File: src/rtl/sk6812_frame_ctrl.sv
// SK6812 frame sequencer: fetches pixels, serialises them MSB-first
// into the bit encoder, then holds the latch gap. Option: SK6812_BIT_TIMEOUT_EN
module sk6812_frame_ctrl #(
  parameter int BITS_PER_PIXEL = 32,
  parameter int PIX_CNT_W      = 10,
  parameter int RESET_CYCLES   = 16000,
  parameter int TIMEOUT_CYCLES = 1024
) (
  input  logic                 clk,
  input  logic                 Rst_n,
  input  logic                 start,
  input  logic [PIX_CNT_W-1:0] num_pixels,
  input  logic [31:0]          pix_data,
  input  logic                 pix_valid,
  output logic                 pix_ready,
  output logic                 enc_bit,
  output logic                 enc_le,
  input  logic                 enc_done,
  output logic                 busy,
  output logic                 frame_done,
  output logic                 err
);

  localparam int MSB = BITS_PER_PIXEL - 1;
  localparam int BW  = $clog2(BITS_PER_PIXEL + 1);
  localparam int GW  = $clog2(RESET_CYCLES + 1);

  typedef enum logic [2:0] {
    S_IDLE,
    S_FETCH,
    S_SEND,
    S_WAIT,
    S_GAP,
    S_DONE
  } state_t;

  state_t               state;
  state_t               state_nx;
  logic [PIX_CNT_W-1:0] pix_left;
  logic [BW-1:0]        bit_left;
  logic [MSB:0]         shreg;
  logic [GW-1:0]        gap_cnt;
  logic                 accept;
  logic                 shift;
  logic                 timeout;
  logic                 unused_hi;

  assign accept    = (state == S_FETCH) && pix_valid;
  assign shift     = (state == S_WAIT) && enc_done;
  assign unused_hi = ^pix_data;

`ifdef SK6812_BIT_TIMEOUT_EN
  localparam int TW = $clog2(TIMEOUT_CYCLES + 1);

  logic [TW-1:0] wd_cnt;
  logic          err_q;

  assign timeout = (state == S_WAIT) && !enc_done &&
                   (wd_cnt == TW'(TIMEOUT_CYCLES - 1));
  assign err     = err_q;

  // Watchdog restarts on every entry into WAIT.
  always_ff @(posedge clk or negedge Rst_n) begin
    if (!Rst_n) begin
      wd_cnt <= '0;
      err_q  <= 1'b0;
    end else begin
      wd_cnt <= (state == S_WAIT) ? wd_cnt + TW'(1) : '0;
      if (timeout) err_q <= 1'b1;
    end
  end
`else
  assign timeout = 1'b0;
  assign err     = 1'b0;
`endif

  always_ff @(posedge clk or negedge Rst_n) begin
    if (!Rst_n) begin
      state    <= S_IDLE;
      pix_left <= '0;
      bit_left <= '0;
      shreg    <= '0;
      gap_cnt  <= '0;
    end else begin
      state <= state_nx;
      if (state == S_IDLE && start) pix_left <= num_pixels;
      if (accept) begin
        shreg    <= pix_data[MSB:0];
        bit_left <= BW'(BITS_PER_PIXEL);
        pix_left <= pix_left - PIX_CNT_W'(1);
      end
      if (shift) begin
        shreg    <= shreg << 1;
        bit_left <= bit_left - BW'(1);
      end
      gap_cnt <= (state == S_GAP) ? gap_cnt + GW'(1) : '0;
    end
  end

  always_comb begin
    state_nx   = state;
    pix_ready  = 1'b0;
    enc_le     = 1'b0;
    enc_bit    = 1'b0;
    busy       = 1'b1;
    frame_done = 1'b0;
    unique case (state)
      S_IDLE: begin
        busy = 1'b0;
        if (start)
          state_nx = (num_pixels == '0) ? S_GAP : S_FETCH;
      end
      S_FETCH: begin
        pix_ready = 1'b1;
        if (pix_valid) state_nx = S_SEND;
      end
      S_SEND: begin
        enc_le   = 1'b1;
        enc_bit  = shreg[MSB];
        state_nx = S_WAIT;
      end
      S_WAIT: begin
        // Bit stays stable for the encoder's delayed sample.
        enc_bit = shreg[MSB];
        if (enc_done) begin
          if (bit_left != BW'(1))   state_nx = S_SEND;
          else if (pix_left != '0)  state_nx = S_FETCH;
          else                      state_nx = S_GAP;
        end else if (timeout) begin
          state_nx = S_GAP;
        end
      end
      S_GAP: begin
        if (gap_cnt == GW'(RESET_CYCLES)) state_nx = S_DONE;
      end
      S_DONE: begin
        frame_done = 1'b1;
        state_nx   = S_IDLE;
      end
      default: state_nx = S_IDLE;
    endcase
  end

endmodule

File: config.mk
export PLATFORM = sky130hd
export DESIGN_NAME = sk6812_frame_ctrl
export DESIGN_NICKNAME = d
export VERILOG_FILES = /design/src/rtl/sk6812_frame_ctrl.sv
export SDC_FILE = /design/constraint.sdc
export NUM_CORES = 1
export LEC_CHECK = 0
export ABC_AREA = 1
export CORE_UTILIZATION = 49
export CTS_CLUSTER_DIAMETER = 30
export CTS_CLUSTER_SIZE = 10
export DETAILED_ROUTE_END_ITERATION = 6
export PLACE_DENSITY = 0.87
export SETUP_SLACK_MARGIN = 0.15
export SYNTH_ARGS = -nofsm -noshare
export SYNTH_HDL_FRONTEND = slang
export SYNTH_SLANG_ARGS = --single-unit
export TNS_END_PERCENT = 1
File: constraint.sdc
create_clock -name clk -period 1.45 [get_ports clk]
set_clock_uncertainty 0.15 [all_clocks]
set_input_delay 0.3625 -clock clk [delete_from_list [all_inputs] [get_ports clk]]
set_output_delay 0.3625 -clock clk [all_outputs]
set_load 0.005 [all_outputs]
==> metrics.txt <==
status finished with violations; failing checks negative setup slack; Leak roughly 2.3 nW; max-cap viol count 0; Inst Count DP 630; min Tclk post-route between 1.5 and 2 ns; Reg area 1630 um^2; Worst-Skew Late Latency 0.36 ns; Die Ht around 87 um; commonest non-fill, non-tap cell in the layout nand2_1; first-pass GRT wire length between 15 and 20 mm; Final ANT Viol Nets 0; fill count 482; Ports 53; Cell Count, Final, Fillers Out ~660; Peak VDD IR 0.001116 V; total power about 0.008 W; die width about 87 um; DRT Wirelength slightly below 10 mm; input/output buffers ~50; CTS buffer count 9; Pre-Repair DR Iteration Count 6; largest net degree at the start of global routing 66; post-DP HPWL 6.025 mm; number of global-route vias before repair roughly 3500; Crit Path Max Fanout 3; CTS Buffer Depth 2; clock sink count 65; Vias roughly 3500; Clock Tree Root clkbuf_8; cell area after synthesis about 3500 um^2; # diodes 0; achievable frequency around 570 MHz; Hold Vio Cnt, Final 0; Synthesis Warnings 0; Max Transition Viols Final 0; Setup WS post-layout -0.3120 ns; total track usage 27.19%; post-DR vias/cell ~5.3; Syn Area/Cell 7.819 um^2; distinct cell type count after synthesis 36; Required @ worst endpoint 0.94 ns; H-tree levels 3; Sw Share about two fifths; initial antenna violation count 0; combinational share of power around 45%; TNS Setup -9.980 ns; Flop pwr share 35.7%; critical path type reg2out; fin util a little under three quarters; Worst setup SP type register; period utilization 121.5%; crit path DAT about 1.3 ns; Synth Instances 453; power density over the cells 1672 nW/um^2; Pint 0.004923 W; crit end category output pin; initial core utilization roughly half; CTS tree built; DRC 0; Die ar. 7572 um^2; NumNets Final slightly above 600; multi-input logic area ~1800 um^2; share of cells above drive strength 1 between 20% and 30%; Tightest Hold Check Type reg2reg; RD Place Congestion around 0.86; clock network power share roughly a fifth; WL/cell around 15 um; flop-to-flop setup slack -0.22 ns; commonest non-fill, non-tap cells in the layout 132 x nand2_1, 62 x dfrtp_1, 45 x clkdlybuf4s50_1; synthesized net count 505; synthesized flop and latch total 65; Core Area about 7000 um^2; first-iteration detailed-routing DRC count between 200 and 300; Psw 0.003312 W; endpoints failing setup about 60; Reg clk slew, reported paths ~0.080 ns; Congestion Overflow GR 0; RSZ-0062 raised after global routing true; Layout area overhead 39.07%; Rows 30; pre-CTS WS -0.3680 ns; Seq/Total Area, Yosys 45.92%
[cells by family (layout without fill, tap and decap cells)]
group           count (synthesis)  in the layout  synth area share (%)
simple gates                  271            271                 35.22
flops                          65             65                 45.92
buf+inv                        62            171                 8.513
compound gates                 44             44                 7.241
fa+ha+maj                       5              5                 1.766
xor+xnor                        5              5                 1.236
other cells                     1              1                0.1059
[registers in the layout, indices dropped and copies added, names as in the netlist]
register	cells
state	3
gap_cnt	14
shreg	32
pix_left	10
bit_left	6
[worst paths after layout]
check / from / to / cells after the start
worst max-delay path: state[0] / pix_ready / 6
worst min-delay path: shreg[1] / shreg[2] / 2
worst max register to register: state[0] / state[2] / 9
worst min register to register: shreg[1] / shreg[2] / 2
max in group asynchronous: Rst_n / state[0] / 3
min in group asynchronous: Rst_n / shreg[10] / 3
[repair_timing]
action / CTS / global route
gates resized for setup: 57 / 23
hold buffers: 1 / 0
pin swaps: 9 / 7
buffers inserted: 11 / 0
endpoints found under the setup margin: 68 / 70
hold endpoints to repair: 65 / 0
[through the flow]
| stage | hold slack, ns | cell area (um^2) |
|---|---|---|
| after floorplan | -0.08309 | 3552 |
| after global placement | 0.2519 | 4437 |
| after detailed placement | 0.2544 | 4437 |
| after CTS | 0.3333 | 4860 |
| after global routing | 0.3553 | 4926 |
| final | 0.3419 | 4926 |
[cell type report]
type	count	area share (%)
flip-flops and latches	65	33.10
well taps	96	2.438
repair buffers	105	19.96
inverters	50	4.216
clock buffers	9	2.515
multi-input cells	326	36.14
clock inverters	7	1.626
[power by group through the flow]
stage / registers, W / clock network, W / logic, W
after CTS: 0.00289 / 0.00159 / 0.00348
after detailed placement: 0.00291 / 0 / 0.00310
after global routing: 0.00300 / 0.00168 / 0.00407
after floorplan: 0.00279 / 0 / 0.00216
final: 0.00294 / 0.00160 / 0.00370
after global placement: 0.00286 / 0 / 0.00297
[Yosys cell counts]
master | number | area [um^2]
and2_1 | 1 | 6.260
and2_0 | 1 | 6.260
nand2_1 | 139 | 521.8
nand4_1 | 2 | 12.51
o21ai_1 | 4 | 20.02
xor2_1 | 4 | 35.03
buf_6 | 1 | 11.26
a21oi_1 | 11 | 55.05
nor3_1 | 10 | 50.05
buf_2 | 5 | 25.02
nand2_8 | 1 | 20.02
nand3b_1 | 3 | 22.52
nand3_2 | 1 | 10.01
o211ai_1 | 7 | 52.55
conb_1 | 1 | 3.750
nor2_2 | 1 | 6.260
o22ai_1 | 4 | 25.02
or2_2 | 3 | 18.77
buf_12 | 2 | 40.04
nor2_1 | 36 | 135.1
inv_1 | 44 | 165.2
xnor2_1 | 1 | 8.760
o21ai_0 | 14 | 70.07
a22oi_1 | 1 | 7.510
nor3b_1 | 1 | 7.510
o221ai_1 | 3 | 26.28
nand3_1 | 45 | 225.2
inv_2 | 5 | 18.77
nand3_4 | 1 | 17.52
nand2_2 | 21 | 131.4
dfrtp_1 | 65 | 1627
nand2_4 | 2 | 22.52
inv_8 | 1 | 11.26
nor2_4 | 3 | 33.78
ha_1 | 5 | 62.56
buf_4 | 4 | 30.03
[critical path, stage by stage (launching register included)]
cell and delay, ns:
dfrtp_2 0.45, inv_4 0.06, buf_6 0.12, nor2_4 0.08, nand2_1 0.05, inv_1 0.04
buf_2 0.10
[routing by layer]
metal | track usage [%] | part of all wire (%) | up-vias
met1 | 33.35 | 39 | 1674
met3 | 7.773 | 6.7 | 40
met5 | 0 | 0 | -
met4 | 14.39 | 3.6 | 0
li1 | - | - | 1655
met2 | 43.52 | 50 | 151
(Power assumes the default switching activity.)
